[config.mk]
export PLATFORM = sky130hd
export DESIGN_NAME = branch_predict_resolve
export DESIGN_NICKNAME = d
export VERILOG_FILES = /design/src/rtl/branch_predict_resolve.sv
export SDC_FILE = /design/constraint.sdc
export NUM_CORES = 1
export LEC_CHECK = 0
export CAP_MARGIN = 40
export CORE_MARGIN = 8
export CORE_UTILIZATION = 45
export CTS_CLUSTER_DIAMETER = 60
export DETAILED_ROUTE_END_ITERATION = 12
export PLACE_DENSITY = 0.78
export SYNTH_ARGS = -nofsm -noshare
export SYNTH_HDL_FRONTEND = slang
export SYNTH_SLANG_ARGS = --single-unit
export TNS_END_PERCENT = 100
[constraint.sdc]
create_clock -name clk -period 3.7 [get_ports clk]
set_input_delay 0.74 -clock clk [delete_from_list [all_inputs] [get_ports clk]]
set_output_delay 0.74 -clock clk [all_outputs]
set_load 0.05 [all_outputs]
[src/rtl/branch_predict_resolve.sv]
`default_nettype none
// ============================================================================
//  Module      : branch_predict_resolve
//  Description : EX-stage branch resolution with a built-in branch history
//                table of 2-bit saturating counters. Resolves B-type, jal,
//                jalr and auipc, issues a registered redirect to IF on a
//                misprediction, trains the table and serves the IF lookup.
//  Revision    : 1.0 - initial release
// ============================================================================
module branch_predict_resolve #(
    parameter int         XLEN        = 32,
    parameter int         BHT_ENTRIES = 16,
    parameter logic [1:0] CNT_INIT    = 2'b01
) (
    input  logic            clk,
    input  logic            rst,
    input  logic            ex_valid,
    input  logic [3:0]      branch_ctrl,
    input  logic [2:0]      func3,
    input  logic [XLEN-1:0] data1,
    input  logic [XLEN-1:0] data2,
    input  logic [XLEN-1:0] ex_pc,
    input  logic [XLEN-1:0] ex_target,
    input  logic            ex_pred_taken,
    input  logic [XLEN-1:0] if_pc,
    output logic            if_pred_taken,
    output logic            redirect_valid,
    output logic [XLEN-1:0] redirect_pc,
    output logic [3:0]      branch_type,
    output logic [31:0]     mispredict_cnt
);

    localparam int              IDX       = $clog2(BHT_ENTRIES);
    localparam logic [XLEN-1:0] c_PC_STEP = XLEN'(4);

    logic            r_redirect_valid_q;
    logic            w_redirect_valid_d;
    logic [XLEN-1:0] r_redirect_pc_q;
    logic [XLEN-1:0] w_redirect_pc_d;
    logic [3:0]      r_branch_type_q;
    logic [3:0]      w_branch_type_d;
    logic [31:0]     r_mispredict_cnt_q;
    logic [31:0]     w_mispredict_cnt_d;
    logic [1:0]      r_bht_q [BHT_ENTRIES];
    logic [1:0]      w_bht_d [BHT_ENTRIES];

    logic            w_btype;
    logic            w_jalr;
    logic            w_jal;
    logic            w_auipc;
    logic            w_zero;
    logic            w_slt;
    logic            w_sltu;
    logic            w_cond;
    logic            w_actual_taken;
    logic            w_eff_valid;
    logic            w_redirect;
    logic [IDX-1:0]  w_ex_idx;
    logic [IDX-1:0]  w_if_idx;
    logic            w_unused_if_bits;

    assign w_btype  = branch_ctrl[0];
    assign w_jalr   = branch_ctrl[1];
    assign w_jal    = branch_ctrl[2];
    assign w_auipc  = branch_ctrl[3];

    assign w_zero   = (data1 == data2);
    assign w_slt    = ($signed(data1) < $signed(data2));
    assign w_sltu   = (data1 < data2);

    assign w_ex_idx = ex_pc[IDX+1:2];
    assign w_if_idx = if_pc[IDX+1:2];

    // Only the word-index bits of the fetch PC address the table.
    assign w_unused_if_bits = ^{if_pc[XLEN-1:IDX+2], if_pc[1:0]};

    // B-type condition decode; reserved encodings resolve as not-taken.
    always_comb begin
        w_cond = 1'b0;
        case (func3)
            3'b000:  w_cond = w_zero;
            3'b001:  w_cond = ~w_zero;
            3'b100:  w_cond = w_slt;
            3'b101:  w_cond = ~w_slt;
            3'b110:  w_cond = w_sltu;
            3'b111:  w_cond = ~w_sltu;
            default: w_cond = 1'b0;
        endcase
    end

    // The instruction right behind a redirect is wrong-path and is ignored.
    assign w_eff_valid    = ex_valid & ~r_redirect_valid_q;
    assign w_actual_taken = (w_btype & w_cond) | w_jal | w_jalr;
    assign w_redirect     = w_eff_valid &
                            ((w_btype & (w_cond != ex_pred_taken)) |
                             (w_jal & ~ex_pred_taken) |
                             w_jalr);

    // Next-state for the redirect, type and statistics registers.
    always_comb begin
        w_redirect_valid_d = w_redirect;
        w_redirect_pc_d    = r_redirect_pc_q;
        if (w_redirect) begin
            w_redirect_pc_d = w_actual_taken ? ex_target : (ex_pc + c_PC_STEP);
        end
        w_branch_type_d    = w_eff_valid ? {w_auipc, w_jal, w_jalr, w_btype & w_cond} : 4'b0000;
        w_mispredict_cnt_d = r_mispredict_cnt_q;
        if (w_redirect && (r_mispredict_cnt_q != 32'hFFFF_FFFF)) begin
            w_mispredict_cnt_d = r_mispredict_cnt_q + 32'd1;
        end
    end

    // Train the addressed counter on every resolved B-type, saturating at both ends.
    always_comb begin
        for (int i = 0; i < BHT_ENTRIES; i++) begin
            w_bht_d[i] = r_bht_q[i];
        end
        if (w_eff_valid && w_btype) begin
            if (w_cond) begin
                if (r_bht_q[w_ex_idx] != 2'b11) begin
                    w_bht_d[w_ex_idx] = r_bht_q[w_ex_idx] + 2'b01;
                end
            end else begin
                if (r_bht_q[w_ex_idx] != 2'b00) begin
                    w_bht_d[w_ex_idx] = r_bht_q[w_ex_idx] - 2'b01;
                end
            end
        end
    end

    // State registers; reset takes effect immediately and discards any pending redirect.
    always_ff @(posedge clk or posedge rst) begin
        if (rst) begin
            r_redirect_valid_q <= 1'b0;
            r_redirect_pc_q    <= '0;
            r_branch_type_q    <= 4'b0000;
            r_mispredict_cnt_q <= 32'd0;
            for (int i = 0; i < BHT_ENTRIES; i++) begin
                r_bht_q[i] <= CNT_INIT;
            end
        end else begin
            r_redirect_valid_q <= w_redirect_valid_d;
            r_redirect_pc_q    <= w_redirect_pc_d;
            r_branch_type_q    <= w_branch_type_d;
            r_mispredict_cnt_q <= w_mispredict_cnt_d;
            for (int i = 0; i < BHT_ENTRIES; i++) begin
                r_bht_q[i] <= w_bht_d[i];
            end
        end
    end

    // Lookup reads the stored counter; a same-cycle update is not forwarded.
    assign if_pred_taken  = r_bht_q[w_if_idx][1];
    assign redirect_valid = r_redirect_valid_q;
    assign redirect_pc    = r_redirect_pc_q;
    assign branch_type    = r_branch_type_q;
    assign mispredict_cnt = r_mispredict_cnt_q;

endmodule
`default_nettype wire

==> results.yml, run 1 <==
outcome:
  status: "finished clean"
cts:
  root_buffer: "clkbuf_16"
  cts_buffer_depth: 2
  holdBufCountCts: 0
  numCtsBuffers: 9
  cts_tree: "done"
  clkTransAtPathRegs_ps: 70
  htreeDepth: 3
  clk_latency_ps: 350
  cts.sinks: 101
detailed_routing:
  route.detailed.drc: 0
  dr.pass1.iters: 7
  ant_nets: 0
  first_iter_violations: 314
  wl_um: 19500
  wl_per_cell_um: 18.7
  vias_per_cell: 5.49
  num_vias: 5720
critical_path:
  slowest_delay_ps: 450
  r2r.worst_path.cells: 9
  r2r_slack_ps: 830
  reg2reg_to: "mispredict_cnt[12]"
  slowest_stage: "clkdlybuf4s50_1"
  path_class: "input port to flop"
  cp_cell_sequence: "clkdlybuf4s50_1 > inv_1 > ha_1 > nor2b_1 > o211ai_1 > a2111o_1 > a31o_1 > a211oi_4 > a21oi_4 > mux2_4 > nor2_1 > mux2_2"
  critPathLaunchType: "input port"
  crit_buf_inv: 2
  crit_end: "r_bht_q[15]"
  crit_path_start: "data2[1]"
  cp_max_fo: 8
  r2r-start: "mispredict_cnt[3]"
  cp_num_cells: 12
  crit_family: "compound AO/OA/AOI/OAI gates"
  crit_required_ps: 3930
  arrival_ps: 3840
  end_kind: "flop"
sta:
  period_minus_slack_ps: 3610
  finClkSkew_ps: 7.20
  slew_headroom_pct: 55.5
  drv_slew: 0
  finalSetupViolCount: 0
  tightest_slew_ps: 668
  finalSetupTns_ps: 0
  hold_viol: 0
  period_share_pct: 97.6
  rsz0062_at_grt: "true"
  max_freq_mhz: 277
finish:
  final_nets: 1063
  antenna_cells: 0
  multi_input_area_um2: 3810
  final_cell_mix: "211 x clkdlybuf4s50_1, 85 x dfrtp_1, 59 x mux2_2"
  layout_commonest_cell: "clkdlybuf4s50_1"
  drive_above_1_share_pct: 19.2
  ff_latch_area_um2: 2550
  area_growth_pct: 44.4
  utilization_pct: 65.8
  nFillCells: 1107
power:
  powerDensity_nw_per_um2: 433
  vdd_drop_max_v: 0.000296
  power_mw: 4.12
  p_leak_nw: 4.01
floorplanning:
  core_um2: 14400
  rows: 44
  initial_core_util_pct: 45.6
  die_h_um: 137
  dieWidth_um: 137
  pin_count: 241
  die_area_um2: 18700
logic_synthesis:
  ys_seq_elements: 101
  synth_top_family_by_area: "multiplexers"
  syn_area_um2: 6580
  synthTopCellsByArea: "dfrtp_1 32%, mux2_2 10%, ha_1 7.4%"
  async_reset_ff_share_pct: 100
  yosys.area_share.adder_pct: 7.42
  synthMuxAreaShare_pct: 21.3
  synth-simple-area-share_pct: 15.7
  synth_area_leader_cell: "dfrtp_1"
  ys_seq_area_share_pct: 38.7
  syn-num-nets: 826
  synth_xor_area_share_pct: 8.39
  synth-edff-count: 0
  synth.avg_cell_area_um2: 10.7
  synth.top_cell.area_share_pct: 32.3
  synthCells: 616
  synth.distinct_cells: 45
  synthFlopType: "dfrtp_1"
  synth_compound_area_share_pct: 4.30
  yosysWarnings: 0
place:
  port_buffers: 212
  gp_congestion: 0.932
  dpl.hpwl_um: 15300
hold_path:
  min_path_type: "flop to flop"
job:
  cap_violations: 0
global_route:
  antenna_found_initial: 0
  overflow: 0
  grt_pass1_vias: 6075
  grt_usage_pct: 20.7
  grt_max_degree: 52
  grt_pass1_wl_um: 30600
==> layout make-up <==
class / instances / share of cell area [%]
Multi-Input combinational cell: 450 / 40.1
Tap cell: 184 / 2.42
Clock buffer: 10 / 2.41
Timing Repair Buffer: 249 / 26.0
Inverter: 42 / 1.69
Sequential cell: 101 / 26.8
Clock inverter: 6 / 0.501
==> worst min path at each step <==
stage / from / endpoint / slack, ps / cells past startpoint
floorplan: r_bht_q[19] / r_bht_q[19] / 470 / 1
global placement: redirect_pc[27] / redirect_pc[27] / 470 / 1
detailed placement: redirect_pc[27] / redirect_pc[27] / 480 / 1
CTS: mispredict_cnt[18] / mispredict_cnt[18] / 490 / 1
global route: redirect_pc[7] / redirect_pc[7] / 510 / 1
finish: mispredict_cnt[18] / mispredict_cnt[18] / 490 / 1
==> power breakdown <==
group,total [mW],internal (mW),leakage (nW),switching (mW)
Clock,0.897,0.463,0.127,0.434
Combinational,1.70,0.756,2.62,0.949
Sequential,1.51,1.36,1.25,0.155
==> logic make-up after synthesis <==
family / Yosys count
buf+inv: 66
compound gates: 44
fa+ha+maj: 39
flops: 101
mux: 111
simple gates: 192
xor+xnor: 63
==> cell usage after synthesis, types with 5 or more instances <==
cell type	number
xnor2_1	55
a21oi_1	20
nand4_1	26
buf_2	10
a31oi_1	6
nor3_1	7
mux4_2	14
mux2i_1	6
mux2_2	59
nor2b_1	5
clkbuf_1	10
xor2_1	8
and4_1	7
nand3_1	49
and2_1	7
nand2_1	31
inv_1	42
and3_1	18
dfrtp_1	85
dfstp_2	16
o21ai_0	5
nor2_2	11
nor2_1	22
mux2_1	31
ha_1	39
==> routing by layer <==
| layer | vias to the layer above | track usage (%) | wire length [µm] |
|---|---|---|---|
| met2 | 192 | 37.0 | 10100 |
| met1 | 2800 | 23.4 | 7510 |
| met5 | - | 0 | 0 |
| met4 | 0 | 7.36 | 547 |
| li1 | 2681 | - | - |
| met3 | 47 | 5.10 | 1310 |
==> stage by stage <==
| step | setup WS [ps] | cell area (µm²) | cells | hold WS (ps) |
|---|---|---|---|---|
| after CTS | 95.6 | 9460 | 1041 | 495 |
| final | 90.1 | 9500 | 1042 | 491 |
| after detailed placement | -280 | 9180 | 1025 | 480 |
| after global routing | -20.7 | 9500 | 1042 | 514 |
| after global placement | -318 | 9170 | 1023 | 474 |
| after floorplan | 70.9 | 6580 | 616 | 470 |
==> timing repair <==
item / 4_1_cts / 5_1_grt
gates resized for setup: 0 / 5
setup endpoints to repair: 0 / 34
buffers inserted: 0 / 0
(Power assumes the default switching activity.)
==> inputs of run 2 (changes only) <==
- DONT_BUFFER_PORTS: not set -> 1
- PLACE_DENSITY: 0.78 -> 0.59
- clock period: 3.7 -> 3.25 ns (I/O delays scaled with it)
==> run 2 against run 1 <==
Net effect:
- global-route usage shrank 2.5 points
- critical path depth shrank 1
- clock skew shrank 2.1 ps
- count of clock-buffer cells in the layout grew 3
- power grew 1.7%
- sequential share of layout area grew 7.4 points
- first-iteration DRC count shrank 26%
- worst setup slack gained 30 ps
- combinational power shrank 36%
- largest power group is now registers
==> results.yml, run 2 (same netlist as run 1, synthesis figures left out) <==
floorplanning:
  core_um2: 14400
  dieWidth_um: 137
  die_h_um: 137
  die_area_um2: 18700
  initial_core_util_pct: 45.6
  rows: 44
  pin_count: 241
power:
  power_mw: 4.19
  p_leak_nw: 3.25
  vdd_drop_max_v: 0.000334
  powerDensity_nw_per_um2: 562
sta:
  slew_headroom_pct: 58.9
  fin_hold_ws_ps: 245
  finClkSkew_ps: 5.14
  period_minus_slack_ps: 3130
  tightest_slew_ps: 616
  rsz0062_at_grt: "true"
  fin_ws_ps: 120
  max_freq_mhz: 320
  finalSetupViolCount: 0
  hold_viol: 0
  period_share_pct: 96.3
  drv_slew: 0
hold_path:
  min_path_type: "input port to async pin"
detailed_routing:
  vias_per_cell: 5.71
  ant_nets: 0
  wl_um: 17200
  route.detailed.drc: 0
  wl_per_cell_um: 20.4
  dr.pass1.iters: 4
  num_vias: 4822
  first_iter_violations: 232
cts:
  root_buffer: "clkbuf_16"
  clk_latency_ps: 350
  cts_tree: "done"
  numCtsBuffers: 9
  holdBufCountCts: 0
  cts_buffer_depth: 2
  cts.sinks: 101
  htreeDepth: 3
  clkTransAtPathRegs_ps: 60
critical_path:
  crit_required_ps: 3480
  slowest_delay_ps: 430
  cp_max_fo: 16
  critPathLaunchType: "input port"
  arrival_ps: 3360
  slowest_stage: "mux2_4"
  end_kind: "flop"
  path_class: "input port to flop"
  cp_cell_sequence: "inv_1 > ha_1 > nor2b_1 > o211ai_1 > a2111o_1 > a31o_1 > a211oi_4 > a21oi_2 > mux2_4 > nor3_2 > mux2_2"
place:
  port_buffers: 0
  gp_congestion: 0.828
  dpl.hpwl_um: 13700
  dp_cells: 827
  dp_slack_ps: -282
job:
  cap_violations: 0
global_route:
  overflow: 0
  grt_max_degree: 77
  grt_pass1_wl_um: 26600
  grt_usage_pct: 18.1
  antenna_found_initial: 0
  grt_pass1_vias: 5105
outcome:
  status: "finished clean"
finish:
  multi_input_area_um2: 3790
  utilization_pct: 51.6
  antenna_cells: 0
  instances_no_fill: 844
  ff_latch_area_um2: 2550
  nFillCells: 1289
  final_cell_mix: "85 x dfrtp_1, 59 x mux2_2, 55 x xnor2_1"
  area_growth_pct: 13.2
  layout_commonest_cell: "dfrtp_1"
  drive_above_1_share_pct: 26.8
  final_nets: 865
-- run 2: path summary, 6_finish.rpt --
path / startpoint / end / slack (ps) / cells past startpoint
max: data2[1] / r_bht_q[1] / 120 / 11
min reg2reg: r_bht_q[13] / r_bht_q[13] / 530 / 1
min: rst / redirect_pc[28] / 250 / 1
min in group clk: branch_ctrl[3] / branch_type[3] / 430 / 1
max in group asynchronous: rst / async pin / 2190 / 2
max reg2reg: mispredict_cnt[5] / mispredict_cnt[4] / 470 / 9
-- run 2: stage by stage --
step | TNS, ps | cell area [µm²]
after global placement | -10910 | 7160
after detailed placement | -10850 | 7170
final | 0 | 7440
after floorplan | 0 | 6620
after CTS | 0 | 7440
after global routing | -52.9 | 7440
-- run 2: cell type report --
cell class	instances	area share, %
clock inverter	3	0.286
multi-input combinational	449	51.0
tap	184	3.09
timing repair buffer	52	5.92
sequential	101	34.2
clock buffer	13	3.36
inverter	42	2.17
-- run 2: metal layers --
metal	wire length, µm	vias up	GRT usage, %	part of all wire (%)
met5	0	-	0	0
met4	369	0	6.58	2.1
met3	1890	26	6.83	11
met2	8530	178	32.1	50
met1	6410	2339	19.3	37
li1	-	2279	-	-
-- run 2: where the power goes --
group	switching (mW)	leakage, nW	internal (mW)	total, mW
clock network	0.461	0.130	0.543	1.00
logic	0.587	1.87	0.497	1.08
registers	0.557	1.25	1.54	2.10
-- run 2: critical path, delay by kind of cell --
family	cells	cell delay, ps
compound gates	5	1200
mux	2	800
simple gates	2	410
fa+ha+maj	1	280
buf+inv	1	20
-- run 2: timing repair --
action	CTS	global route
resized for setup	0	0
setup endpoints to repair	0	6
setup buffers	0	1
==> inputs of run 3 (changes only) <==
- CAP_MARGIN: 40 -> not set
==> run 3 against run 2 <==
Net effect:
- final area increased by 1.3%
- first-iteration DRC count decreased by 12%
- largest power group unchanged
- clock skew increased by 2.6 ps
==> results.yml, run 3 (same netlist as run 1, synthesis figures left out) <==
outcome:
  status: "finished clean"
cts:
  cts_buffer_depth: 2
  numCtsBuffers: 9
  holdBufCountCts: 0
  htreeDepth: 3
  cts_tree: "done"
  root_buffer: "clkbuf_16"
  clkTransAtPathRegs_ps: 70
  cts.sinks: 101
  clk_latency_ps: 350
sta:
  finClkSkew_ps: 7.75
  slew_headroom_pct: 58.5
  drv_slew: 0
  fin_hold_ws_ps: 235
  finalSetupViolCount: 0
  tightest_slew_ps: 622
  hold_viol: 0
  period_minus_slack_ps: 3100
  period_share_pct: 95.5
  max_freq_mhz: 322
place:
  port_buffers: 0
  dp_cells: 826
  gp_congestion: 0.828
  dpl.hpwl_um: 13700
finish:
  final_cell_mix: "85 x dfrtp_1, 60 x mux2_2, 55 x xnor2_1"
  area_growth_pct: 14.6
  instances_no_fill: 846
  final_nets: 867
  layout_commonest_cell: "dfrtp_1"
  antenna_cells: 0
  drive_above_1_share_pct: 27.8
critical_path:
  end_kind: "flop"
  path_class: "input port to flop"
  arrival_ps: 3330
  r2r_slack_ps: 430
  r2r.worst_path.cells: 9
  critPathLaunchType: "input port"
  r2r-start: "mispredict_cnt[5]"
  reg2reg_to: "mispredict_cnt[4]"
  crit_required_ps: 3480
  cp_max_fo: 8
global_route:
  antenna_found_initial: 0
  grt_usage_pct: 18.1
  grt_pass1_wl_um: 26500
  grt_pass1_vias: 5080
  grt_max_degree: 77
  overflow: 0
floorplanning:
  initial_core_util_pct: 45.6
  die_area_um2: 18700
  dieWidth_um: 137
  rows: 44
  die_h_um: 137
  pin_count: 241
  core_um2: 14400
detailed_routing:
  vias_per_cell: 5.70
  first_iter_violations: 205
  dr.pass1.iters: 4
  wl_per_cell_um: 20.8
  ant_nets: 0
  route.detailed.drc: 0
  num_vias: 4820
  wl_um: 17600
power:
  p_switching_mw: 1.65
  vdd_drop_max_v: 0.000365
  pwr-share-seq_pct: 48.7
  p_int_mw: 2.66
  power_mw: 4.31
  p_comb_share_pct: 26.3
  powerDensity_nw_per_um2: 571
  switching_share_pct: 38.4
  p_leak_nw: 3.28
  p_clk_share_pct: 25.1
hold_path:
  min_path_type: "input port to async pin"
job:
  cap_violations: 0
-- run 3: critical path, cell delays in order --
cell and delay, ps:
inv_1 20, ha_1 270, nor2b_1 130, o211ai_1 90, a2111o_1 400, a31o_1 260, a211oi_4 260, buf_4 180
a21oi_4 80, mux2_4 390, nor3_4 230, mux2_2 360
-- run 3: layer usage --
metal	vias up	share of wire [%]	GRT usage, %
met1	2357	38	19.6
li1	2278	-	-
met4	0	1.6	5.79
met3	16	11	6.94
met2	169	50	32.0
met5	-	0	0
-- run 3: layout make-up --
cell class	count	area [µm²]
Clock buffer	13	240
Clock inverter	3	46.3
Fill cell	1290	6880
Inverter	42	161
Multi-Input combinational cell	450	3850
Sequential cell	101	2550
Tap cell	184	230
Timing Repair Buffer	53	465
-- run 3: worst max-delay path by stage --
stage,from,end,slack [ps],cells past startpoint
finish,data2[1],r_bht_q[1],150,12
global route,data2[1],redirect_pc[23],-20,13
CTS,data2[1],r_bht_q[1],100,11
detailed placement,data2[1],r_bht_q[11],-460,11
global placement,data2[1],r_bht_q[11],-390,11
floorplan,ex_pc[3],r_bht_q[17],5,11
-- run 3: power groups by stage --
stage | Clock, mW | Combinational, mW | Sequential (mW)
after floorplan | 0 | 0.698 | 2.20
after global placement | 0 | 1.04 | 2.11
after detailed placement | 0 | 1.08 | 2.12
after CTS | 1.10 | 1.09 | 2.10
after global routing | 1.15 | 1.24 | 2.13
final | 1.08 | 1.13 | 2.10
-- run 3: repair_timing --
action / CTS / global route
gates resized for setup: 1 / 8
pin swaps: 0 / 1
gates cloned: 0 / 2
setup endpoints to repair: 16 / 13
buffers inserted: 0 / 2
-- run 3: through the flow --
step	cell area, µm²	utilization, %	setup WS [ps]	TNS (ps)
floorplan	6620	-	5.05	0
global placement	7160	49.6	-386	-10910
detailed placement	7160	49.6	-457	-12970
CTS	7450	51.7	99.8	0
global route	7540	52.3	-17.4	-60.6
finish	7540	52.3	147	0
